[src/rtl/sys_cmd_if.sv]
// Command, UART byte and response signals between sys_cmd_master and its host/UART.
interface sys_cmd_if #(
   parameter int DATA_WIDTH = 8,
   parameter int RF_ADDR    = 4
);
   logic                    CMD_VLD;
   logic                    CMD_RDY;
   logic [1:0]              CMD_TYPE;
   logic [RF_ADDR-1:0]      CMD_ADDR;
   logic [DATA_WIDTH-1:0]   CMD_WDATA;
   logic [DATA_WIDTH-1:0]   CMD_OPA;
   logic [DATA_WIDTH-1:0]   CMD_OPB;
   logic [3:0]              CMD_FUN;
   logic [DATA_WIDTH-1:0]   TX_DATA;
   logic                    TX_VLD;
   logic                    TX_RDY;
   logic [DATA_WIDTH-1:0]   RX_DATA;
   logic                    RX_VLD;
   logic [2*DATA_WIDTH-1:0] RSP_DATA;
   logic                    RSP_VLD;
   logic                    RSP_TIMEOUT;
   logic                    BUSY;

   modport master (
      input  CMD_VLD, CMD_TYPE, CMD_ADDR, CMD_WDATA, CMD_OPA, CMD_OPB, CMD_FUN,
      input  TX_RDY, RX_DATA, RX_VLD,
      output CMD_RDY, TX_DATA, TX_VLD, RSP_DATA, RSP_VLD, RSP_TIMEOUT, BUSY
   );

   modport slave (
      output CMD_VLD, CMD_TYPE, CMD_ADDR, CMD_WDATA, CMD_OPA, CMD_OPB, CMD_FUN,
      output TX_RDY, RX_DATA, RX_VLD,
      input  CMD_RDY, TX_DATA, TX_VLD, RSP_DATA, RSP_VLD, RSP_TIMEOUT, BUSY
   );
endinterface

[src/rtl/sys_cmd_master.sv]
// Host-side command initiator: frames one command into UART bytes and collects the response.
//   state      | meaning
//   S_IDLE     | ready for a command, CMD_RDY high
//   S_SEND     | presenting frame bytes on TX
//   S_WAIT_RSP | collecting response bytes, timeout counter running
//   S_DONE     | one cycle; response pulse is registered out of this state
module sys_cmd_master #(
   parameter int DATA_WIDTH  = 8,
   parameter int RF_ADDR     = 4,
   parameter int TIMEOUT_CYC = 1024
) (
   input  logic      CLK,
   input  logic      RST,
   sys_cmd_if.master bus
);

   localparam int CNT_W = $clog2(TIMEOUT_CYC + 1);
   localparam logic [CNT_W-1:0] CNT_LIMIT = CNT_W'(TIMEOUT_CYC - 1);
   localparam logic [DATA_WIDTH-1:0] HDR_WR  = DATA_WIDTH'(8'hAA);
   localparam logic [DATA_WIDTH-1:0] HDR_RD  = DATA_WIDTH'(8'hBB);
   localparam logic [DATA_WIDTH-1:0] HDR_ALU = DATA_WIDTH'(8'hCC);
   localparam logic [DATA_WIDTH-1:0] HDR_FUN = DATA_WIDTH'(8'hDD);

   typedef enum logic [1:0] {
      S_IDLE     = 2'd0,
      S_SEND     = 2'd1,
      S_WAIT_RSP = 2'd2,
      S_DONE     = 2'd3
   } state_t;

   state_t                  state_q, state_d;
   logic [DATA_WIDTH-1:0]   frame_q [4];
   logic [DATA_WIDTH-1:0]   frame_d [4];
   logic [1:0]              last_idx_q, last_idx_d;
   logic [1:0]              idx_q, idx_d;
   logic [1:0]              need_q, need_d;
   logic [1:0]              rx_cnt_q, rx_cnt_d;
   logic [CNT_W-1:0]        tcnt_q, tcnt_d;
   logic                    tflag_q, tflag_d;
   logic [2*DATA_WIDTH-1:0] rsp_data_q, rsp_data_d;
   logic                    rsp_vld_q, rsp_vld_d;
   logic                    rsp_to_q, rsp_to_d;

   logic [DATA_WIDTH-1:0]   addr_byte;
   logic [DATA_WIDTH-1:0]   fun_byte;

   assign addr_byte = {{(DATA_WIDTH-RF_ADDR){1'b0}}, bus.CMD_ADDR};
   assign fun_byte  = {{(DATA_WIDTH-4){1'b0}}, bus.CMD_FUN};

   always_comb begin
      state_d    = state_q;
      frame_d    = frame_q;
      last_idx_d = last_idx_q;
      idx_d      = idx_q;
      need_d     = need_q;
      rx_cnt_d   = rx_cnt_q;
      tcnt_d     = tcnt_q;
      tflag_d    = tflag_q;
      rsp_data_d = rsp_data_q;
      rsp_vld_d  = 1'b0;
      rsp_to_d   = 1'b0;

      case (state_q)
         S_IDLE: begin
            if (bus.CMD_VLD) begin
               rsp_data_d = '0;
               idx_d      = 2'd0;
               rx_cnt_d   = 2'd0;
               tcnt_d     = '0;
               tflag_d    = 1'b0;
               state_d    = S_SEND;
               frame_d[2] = '0;
               frame_d[3] = '0;
               case (bus.CMD_TYPE)
                  2'd0: begin
                     frame_d[0] = HDR_WR;
                     frame_d[1] = addr_byte;
                     frame_d[2] = bus.CMD_WDATA;
                     last_idx_d = 2'd2;
                     need_d     = 2'd0;
                  end
                  2'd1: begin
                     frame_d[0] = HDR_RD;
                     frame_d[1] = addr_byte;
                     last_idx_d = 2'd1;
                     need_d     = 2'd1;
                  end
                  2'd2: begin
                     frame_d[0] = HDR_ALU;
                     frame_d[1] = bus.CMD_OPA;
                     frame_d[2] = bus.CMD_OPB;
                     frame_d[3] = fun_byte;
                     last_idx_d = 2'd3;
                     need_d     = 2'd2;
                  end
                  default: begin
                     frame_d[0] = HDR_FUN;
                     frame_d[1] = fun_byte;
                     last_idx_d = 2'd1;
                     need_d     = 2'd2;
                  end
               endcase
            end
         end
         S_SEND: begin
            if (bus.TX_RDY) begin
               if (idx_q == last_idx_q) begin
                  state_d = (need_q == 2'd0) ? S_DONE : S_WAIT_RSP;
               end else begin
                  idx_d = idx_q + 2'd1;
               end
            end
         end
         S_WAIT_RSP: begin
            // A byte arriving on the limit cycle takes priority over the timeout.
            if (bus.RX_VLD) begin
               if (rx_cnt_q[0]) rsp_data_d[2*DATA_WIDTH-1:DATA_WIDTH] = bus.RX_DATA;
               else             rsp_data_d[DATA_WIDTH-1:0]            = bus.RX_DATA;
               rx_cnt_d = rx_cnt_q + 2'd1;
               tcnt_d   = '0;
               if (rx_cnt_d == need_q) state_d = S_DONE;
            end else begin
               tcnt_d = tcnt_q + CNT_W'(1);
               if (tcnt_d == CNT_LIMIT) begin
                  tflag_d = 1'b1;
                  state_d = S_DONE;
               end
            end
         end
         S_DONE: begin
            rsp_vld_d = 1'b1;
            rsp_to_d  = tflag_q;
            state_d   = S_IDLE;
         end
         default: state_d = S_IDLE;
      endcase
   end

   always_ff @(posedge CLK or negedge RST) begin
      if (!RST) begin
         state_q    <= S_IDLE;
         frame_q    <= '{default: '0};
         last_idx_q <= 2'd0;
         idx_q      <= 2'd0;
         need_q     <= 2'd0;
         rx_cnt_q   <= 2'd0;
         tcnt_q     <= '0;
         tflag_q    <= 1'b0;
         rsp_data_q <= '0;
         rsp_vld_q  <= 1'b0;
         rsp_to_q   <= 1'b0;
      end else begin
         state_q    <= state_d;
         frame_q    <= frame_d;
         last_idx_q <= last_idx_d;
         idx_q      <= idx_d;
         need_q     <= need_d;
         rx_cnt_q   <= rx_cnt_d;
         tcnt_q     <= tcnt_d;
         tflag_q    <= tflag_d;
         rsp_data_q <= rsp_data_d;
         rsp_vld_q  <= rsp_vld_d;
         rsp_to_q   <= rsp_to_d;
      end
   end

   assign bus.CMD_RDY     = (state_q == S_IDLE);
   assign bus.BUSY        = (state_q != S_IDLE);
   assign bus.TX_VLD      = (state_q == S_SEND);
   assign bus.TX_DATA     = (state_q == S_SEND) ? frame_q[idx_q] : '0;
   assign bus.RSP_DATA    = rsp_data_q;
   assign bus.RSP_VLD     = rsp_vld_q;
   assign bus.RSP_TIMEOUT = rsp_to_q;

endmodule

[src/flat_wrapper.sv]
// flat-port wrapper written by rule: the top's interface ports become plain ports
module sys_cmd_master_flat 
#(
   parameter int DATA_WIDTH  = 8,
   parameter int RF_ADDR     = 4,
   parameter int TIMEOUT_CYC = 1024
)
  (CLK, RST, bus_CMD_VLD, bus_CMD_TYPE, bus_CMD_ADDR, bus_CMD_WDATA, bus_CMD_OPA, bus_CMD_OPB, bus_CMD_FUN, bus_TX_RDY, bus_RX_DATA, bus_RX_VLD, bus_CMD_RDY, bus_TX_DATA, bus_TX_VLD, bus_RSP_DATA, bus_RSP_VLD, bus_RSP_TIMEOUT, bus_BUSY);
  sys_cmd_if #(.DATA_WIDTH(DATA_WIDTH), .RF_ADDR(RF_ADDR)) bus_i ();
  input  logic CLK;
  input  logic RST;
  input wire logic [$bits(bus_i.CMD_VLD)-1:0] bus_CMD_VLD;
  input wire logic [$bits(bus_i.CMD_TYPE)-1:0] bus_CMD_TYPE;
  input wire logic [$bits(bus_i.CMD_ADDR)-1:0] bus_CMD_ADDR;
  input wire logic [$bits(bus_i.CMD_WDATA)-1:0] bus_CMD_WDATA;
  input wire logic [$bits(bus_i.CMD_OPA)-1:0] bus_CMD_OPA;
  input wire logic [$bits(bus_i.CMD_OPB)-1:0] bus_CMD_OPB;
  input wire logic [$bits(bus_i.CMD_FUN)-1:0] bus_CMD_FUN;
  input wire logic [$bits(bus_i.TX_RDY)-1:0] bus_TX_RDY;
  input wire logic [$bits(bus_i.RX_DATA)-1:0] bus_RX_DATA;
  input wire logic [$bits(bus_i.RX_VLD)-1:0] bus_RX_VLD;
  output wire logic [$bits(bus_i.CMD_RDY)-1:0] bus_CMD_RDY;
  output wire logic [$bits(bus_i.TX_DATA)-1:0] bus_TX_DATA;
  output wire logic [$bits(bus_i.TX_VLD)-1:0] bus_TX_VLD;
  output wire logic [$bits(bus_i.RSP_DATA)-1:0] bus_RSP_DATA;
  output wire logic [$bits(bus_i.RSP_VLD)-1:0] bus_RSP_VLD;
  output wire logic [$bits(bus_i.RSP_TIMEOUT)-1:0] bus_RSP_TIMEOUT;
  output wire logic [$bits(bus_i.BUSY)-1:0] bus_BUSY;
  assign bus_i.CMD_VLD = bus_CMD_VLD;
  assign bus_i.CMD_TYPE = bus_CMD_TYPE;
  assign bus_i.CMD_ADDR = bus_CMD_ADDR;
  assign bus_i.CMD_WDATA = bus_CMD_WDATA;
  assign bus_i.CMD_OPA = bus_CMD_OPA;
  assign bus_i.CMD_OPB = bus_CMD_OPB;
  assign bus_i.CMD_FUN = bus_CMD_FUN;
  assign bus_i.TX_RDY = bus_TX_RDY;
  assign bus_i.RX_DATA = bus_RX_DATA;
  assign bus_i.RX_VLD = bus_RX_VLD;
  assign bus_CMD_RDY = bus_i.CMD_RDY;
  assign bus_TX_DATA = bus_i.TX_DATA;
  assign bus_TX_VLD = bus_i.TX_VLD;
  assign bus_RSP_DATA = bus_i.RSP_DATA;
  assign bus_RSP_VLD = bus_i.RSP_VLD;
  assign bus_RSP_TIMEOUT = bus_i.RSP_TIMEOUT;
  assign bus_BUSY = bus_i.BUSY;
  sys_cmd_master #(.DATA_WIDTH(DATA_WIDTH), .RF_ADDR(RF_ADDR), .TIMEOUT_CYC(TIMEOUT_CYC)) u_core (.CLK(CLK), .RST(RST), .bus(bus_i));
endmodule
[config.mk]
export PLATFORM = sky130hd
export DESIGN_NAME = sys_cmd_master_flat
export DESIGN_NICKNAME = d
export VERILOG_FILES = /design/src/rtl/sys_cmd_if.sv /design/src/rtl/sys_cmd_master.sv /design/src/flat_wrapper.sv
export SDC_FILE = /design/constraint.sdc
export NUM_CORES = 1
export LEC_CHECK = 0
export CAP_MARGIN = 20
export CORE_MARGIN = 2
export CORE_UTILIZATION = 30
export DETAILED_ROUTE_END_ITERATION = 8
export GPL_ROUTABILITY_DRIVEN = 0
export PLACE_DENSITY_LB_ADDON = 0.08
export RECOVER_POWER = 25
export SLEW_MARGIN = 5
export SYNTH_ARGS = -nofsm -noshare
export SYNTH_HDL_FRONTEND = slang
export SYNTH_SLANG_ARGS = --single-unit
[constraint.sdc]
create_clock -name CLK -period 3.3 [get_ports CLK]
set_clock_uncertainty 0.15 [all_clocks]
set_input_delay 0.33 -clock CLK [delete_from_list [all_inputs] [get_ports CLK]]
set_output_delay 0.33 -clock CLK [all_outputs]
set_load 0.05 [all_outputs]
==> metrics.yaml, run 1 <==
start_kind: "register"
layout_min_cycle_time_ns: 2.98
ir_drop_uv: 448
rows: 39
crit_slowest_cell: "dfrtp_1"
worstPathCellList: "mux4_2 > and2_1 > clkdlybuf4s50_1"
critPathLaunch: "u_core.idx_q[0]$_DFFE_PN0P_"
synth_xor_xnor_area_share_pct: 1.02
start_util_pct: 30.4
worst_hold_path_type: "reg -> reg"
setup_tns_ns: 0
seq_area_um2: 1600
finalWorstSetupSlack_ns: 0.322
async_flop_share_pct: 100
clkLatencyLatePin_ns: 0.33
syn_to_final_growth_pct: 33.6
violations: "capacitance limit, slew limit"
worst-path-max-fanout: 16
wirelength_um: 8680
worstPathRequired_ns: 2.82
vias: 2847
synth_area_per_cell_um2: 9.39
routedWlPerCell_um: 14.9
reg2reg_to: "u_core.state_q[1]$_DFFE_PN0P_"
layout.nets: 487
worst_slew_pin_slew_ns: 1.75
io_buffers: 75
fillerInstances: 1151
synth_edf_count: 0
grt_max_degree: 37
tritoncts: "yes"
clockRootBuffer: "clkbuf_16"
ys_seq_elements: 64
die-area_um2: 12300
coreArea_um2: 11300
die_y_um: 111
synth-seq-area-share_pct: 46.6
drive_gt1_share_pct: 8.43
dr.pass1.iters: 4
netlist_area_um2: 3440
yosys.area_share.simple_pct: 17.7
detail-route-antenna-nets: 0
path_depth: 3
antenna_found_initial: 0
ys_warn_count: 0
initialDrtViolationCount: 138
multi_input_area_um2: 1630
ys.flop_type: "dfrtp_1"
ios: 76
diodes: 0
worstSetupPathType: "reg -> out"
finalCritPeriodShare_pct: 90.2
clock_path_buffers: 2
netlist-cell-type-count: 48
crit_path_end_kind: "output pin"
slew_violations: 30
cp-endpoint: "bus_TX_DATA[1]"
die_w_um: 111
grt_pass1_wl_um: 14000
p_per_area_nw_per_um2: 866
max-slew-margin-rel_pct: -16.6
rsz0062_at_grt: "false"
fin_util_pct: 40.6
final_common_cell: "clkdlybuf4s50_1"
first_global_vias: 2751
cap_violations: 1
clk_pin_slew_ns: 0.05
synthAdderAreaFrac_pct: 2.18
setup_viol: 0
cts_max_level: 3
cpPeakStageDelay_ns: 0.72
timing.fmax_mhz: 336
synth_mux_area_share_pct: 9.54
hold_violations: 0
critPathTopFamily: "flip-flops"
syn-num-nets: 419
run_status: "complete, but fails checks"
cts_resized: 0
final_cell_mix: "clkdlybuf4s50_1 (74), dfrtp_1 (64), o21ai_0 (53)"
cts_buffers: 9
drc: 0
synth_top_family_by_area: "simple AND/OR/NAND/NOR gates"
r2r_start: "u_core.tcnt_q[1]$_DFFE_PN0P_"
pre_cts_slack_ns: 0.488
place_hpwl_um: 6180
gr-total-overflow: 0
r2r_setup_slack_ns: 0.43
rr_worst_depth: 7
timing.critical_path.buf_inv: 1
grt_util_all_layers_pct: 14.4
p_leak_nw: 1.93
critPathArrivalTime_ns: 2.50
cts_setup_buffers: 0
synth_compound_area_share_pct: 17.1
routed_via_density: 4.89
numClockSinks: 64
synthCells: 366
hold_ws_ns: 0.325
## tightest hold or removal path: cells and delay by family (launching register included)
| kind | cells | cell delay [ns] |
|---|---|---|
| compound gates | 1 | 0.06 |
| flops | 1 | 0.33 |
| simple gates | 1 | 0.05 |
## per-layer routing
layer	routed length (µm)	global-route usage, %
met1	4190	19.5
met2	3970	22.2
met3	348	2.95
met4	165	6.91
met5	0	0
## registers in the layout (all words and copies together) (netlist names)
register	cells
u_core.bus.RSP_DATA	16
u_core.idx_q	2
u_core.bus.RSP_TIMEOUT	1
u_core.last_idx_q	2
u_core.need_q	2
u_core.rx_cnt_q	2
u_core.tflag_q	1
u_core.frame_q	24
u_core.bus.RSP_VLD	1
u_core.tcnt_q	11
u_core.state_q	2
## logic make-up after synthesis
kind of cell,count (synthesis)
xor+xnor,4
simple gates,126
flops,64
fa+ha+maj,6
compound gates,95
buf+inv,44
mux,27
## how the worst min path moves through the flow
stage,from,to,slack [ns],cells after the start
6_report,u_core.bus.RSP_DATA[1]$_DFFE_PN0P_,u_core.bus.RSP_DATA[1]$_DFFE_PN0P_,0.32,2
5_1_grt,u_core.bus.RSP_DATA[6]$_DFFE_PN0P_,u_core.bus.RSP_DATA[6]$_DFFE_PN0P_,0.36,2
4_1_cts,u_core.bus.RSP_DATA[1]$_DFFE_PN0P_,u_core.bus.RSP_DATA[1]$_DFFE_PN0P_,0.33,2
3_5_place_dp,RST,u_core.tcnt_q[5]$_DFFE_PN0P_,0.30,1
3_3_place_gp,RST,u_core.tcnt_q[7]$_DFFE_PN0P_,0.30,1
2_1_floorplan,RST,u_core.bus.RSP_DATA[0]$_DFFE_PN0P_,-0.12,0
## Yosys cell counts, types with 2 or more instances
cell	number	area share, %
and2_1	5	0.91
and3_2	2	0.44
o21ai_0	53	7.7
nor3b_1	2	0.44
nand4_1	4	0.73
xnor2_1	4	1.0
a31oi_1	5	0.91
mux4_2	4	2.6
mux2_2	2	0.66
nor3_1	3	0.44
a22o_1	8	2.0
ha_1	6	2.2
nand2_1	52	5.7
o31a_1	3	0.76
a21oi_1	8	1.2
a21boi_0	2	0.44
inv_1	17	1.9
mux2i_1	20	5.8
nand2b_1	3	0.55
buf_6	3	0.98
nand3_1	19	2.8
or3_1	2	0.36
o31ai_1	5	1.1
nor2b_1	4	0.73
buf_1	2	0.22
and3_1	5	0.91
o41ai_1	2	0.51
nor2_1	20	2.2
dfrtp_1	64	47
clkbuf_1	19	2.1
## stage by stage
stage | cells | total power, W | cell area (µm²)
6_report | 582 | 0.00398 | 4590
3_3_place_gp | 565 | 0.00309 | 4300
5_1_grt | 582 | 0.00423 | 4590
2_1_floorplan | 366 | 0.00249 | 3440
4_1_cts | 582 | 0.00402 | 4590
3_5_place_dp | 565 | 0.00310 | 4300
## timing repair
| action | 4_1_cts | 5_1_grt |
|---|---|---|
| hold buffers | 1 | 0 |
| hold endpoints to repair | 29 | 0 |
| setup endpoints to repair | 0 | 0 |
## power by group
group          leakage [nW]  total (W)  switching (W)  internal, W
logic                 0.948    0.00179        0.00111     0.000676
registers             0.846    0.00128       0.000224      0.00105
clock network         0.139   0.000907       0.000339     0.000569
total                  1.93    0.00398        0.00168      0.00230
## final cells by class
cell class	instances	share of cell area, %
multi-input combinational	258	35.6
sequential	64	34.9
timing repair buffer	84	18.0
clock buffer	14	5.97
tap	143	3.90
inverter	17	1.39
clock inverter	2	0.273
No activity file was read; power rests on OpenSTA's default activity.
==> run 2: changes to the inputs <==
- CAP_MARGIN: 20 -> default
==> results of run 2 <==
No change in the layout: final DEF, timing and power equal those of run 1.
==> run 3: changes to the inputs <==
- CORE_MARGIN: 2 -> default
- CORE_UTILIZATION: 30 -> 40
- CTS_CLUSTER_SIZE: default -> 24
==> run 3 against run 2 <==
Compared with the run above: the flow still finishes with violations (capacitance limit, slew limit); sequential cell count unchanged; sequential power hardly changed; die area fell by 27%; sequential share of layout area is 0.97 points higher.
==> metrics.yaml, run 3 (synthesis results as in run 1) <==
grt_max_degree: 46
rsz0062_at_grt: "false"
worstSetupPathType: "reg -> out"
drive_gt1_share_pct: 8.45
critPathArrivalTime_ns: 2.48
crit_path_end_kind: "output pin"
dp_cells: 527
hold_ws_ns: 0.326
worst_slew_pin_slew_ns: 2.45
max-slew-margin-rel_pct: -63.3
worst-path-max-fanout: 16
finalPower_w: 0.00382
final_common_cell: "clkdlybuf4s50_1"
die-area_um2: 8970
p_int_w: 0.00221
gr-total-overflow: 0
violations: "capacitance limit, slew limit"
start_util_pct: 41.6
worstPathRequired_ns: 2.82
run_status: "complete, but fails checks"
cpPeakStageDelay_ns: 0.71
setup_viol: 0
routed_via_density: 5.22
seqPwrFrac_pct: 32.9
fin_util_pct: 54.1
cts_setup_buffers: 0
power_frac_comb_pct: 46.4
switchingPower_w: 0.00161
cts_max_level: 3
fin_cells: 543
final_cell_mix: "clkdlybuf4s50_1 (74), dfrtp_1 (64), o21ai_0 (53)"
grt_pass1_wl_um: 13500
slew_violations: 46
p_sw_share_pct: 42.1
diodes: 0
tritoncts: "yes"
p_leak_nw: 1.90
numClockSinks: 64
initialDrtViolationCount: 162
cts_buffers: 9
p_per_area_nw_per_um2: 856
syn_to_final_growth_pct: 30.0
detail-route-antenna-nets: 0
worstPathCellList: "mux4_2 > and2_1 > clkdlybuf4s50_1"
rows: 33
clk_pin_slew_ns: 0.07
ios: 76
grt_util_all_layers_pct: 19.6
timing.fmax_mhz: 338
wirelength_um: 7930
layout_min_cycle_time_ns: 2.96
io_buffers: 75
worst_hold_path_type: "reg -> reg"
cap_violations: 1
die_w_um: 94.7
drc: 0
critPathTopFamily: "flip-flops"
cts_resized: 0
top_register: "u_core.frame_q"
hold_violations: 0
start_kind: "register"
place_hpwl_um: 5520
power.share.clock_pct: 20.6
largest_register_ffs: 24
first_global_vias: 2767
setup_tns_ns: 0
coreArea_um2: 8260
timing.critical_path.buf_inv: 1
die_y_um: 94.7
antenna_found_initial: 0
clockRootBuffer: "clkbuf_8"
vias: 2837
finalCritPeriodShare_pct: 89.6
clock_path_buffers: 2
dr.pass1.iters: 4
routedWlPerCell_um: 14.6
cts-hold-fix-buffers: 0
clkLatencyLatePin_ns: 0.34
ir_drop_uv: 313
crit_slowest_cell: "dfrtp_1"
layout.nets: 486
[run 3: cell types whose count changed in the layout (fill, tap and decap cells not counted), sizes merged]
cell,previous run,this run
clkinv,1,0
bufinv,0,2
clkinvlp,1,0
dlygate4sd3,1,0
[run 3: through the flow]
step	area, µm²	setup WS, ns
2_1_floorplan	3440	0.384
3_3_place_gp	4240	0.555
3_5_place_dp	4240	0.393
4_1_cts	4470	0.294
5_1_grt	4470	0.191
6_report	4470	0.342
[run 3: worst register-to-register path, cell delays in order, from the launching register on]
cell	delay [ns]
dfrtp_1	0.55
ha_1	0.47
nand4_1	0.23
o31a_1	0.33
a2111oi_2	0.30
o2111ai_1	0.24
a21bo_1	0.27
mux2_4	0.29
[run 3: layout make-up]
| cell class | instances | area (µm²) |
|---|---|---|
| clock inverters | 2 | 60.1 |
| flip-flops and latches | 64 | 1600 |
| inverters | 17 | 63.8 |
| repair buffers | 83 | 805 |
| clock buffers | 14 | 173 |
| fillers | 768 | 3790 |
| well taps | 105 | 131 |
| multi-input cells | 258 | 1630 |
[run 3: power by group through the flow]
| stage | Clock [W] | Combinational [W] | Sequential, W |
|---|---|---|---|
| global route | 0.000840 | 0.00194 | 0.00130 |
| finish | 0.000789 | 0.00178 | 0.00126 |
| detailed placement | 0 | 0.00178 | 0.00128 |
| global placement | 0 | 0.00178 | 0.00127 |
| floorplan | 0 | 0.00102 | 0.00147 |
| CTS | 0.000803 | 0.00179 | 0.00126 |
[run 3: final timing paths]
check                                                    start  slack, ns  depth (start not counted)                        endpoint
worst max-delay path               u_core.idx_q[0]$_DFFE_PN0P_       0.34                          3                  bus_TX_DATA[0]
worst min-delay path            u_core.frame_q[17]$_DFFE_PN0P_       0.33                          2  u_core.frame_q[17]$_DFFE_PN0P_
worst max register to register    u_core.tcnt_q[1]$_DFFE_PN0P_       0.36                          7   u_core.state_q[1]$_DFFE_PN0P_
worst min register to register  u_core.frame_q[17]$_DFFE_PN0P_       0.33                          2  u_core.frame_q[17]$_DFFE_PN0P_
max in group asynchronous                                  RST       1.01                          1  u_core.frame_q[20]$_DFFE_PN0P_
min in group asynchronous                                  RST       0.58                          1    u_core.tcnt_q[2]$_DFFE_PN0P_
[run 3: routing by layer]
metal	GRT usage [%]	vias up	share of wire, %
li1	-	1418	-
met1	27.2	1341	48
met2	30.6	70	47
met3	3.86	8	4.6
met4	6.82	0	1.1
met5	0	-	0
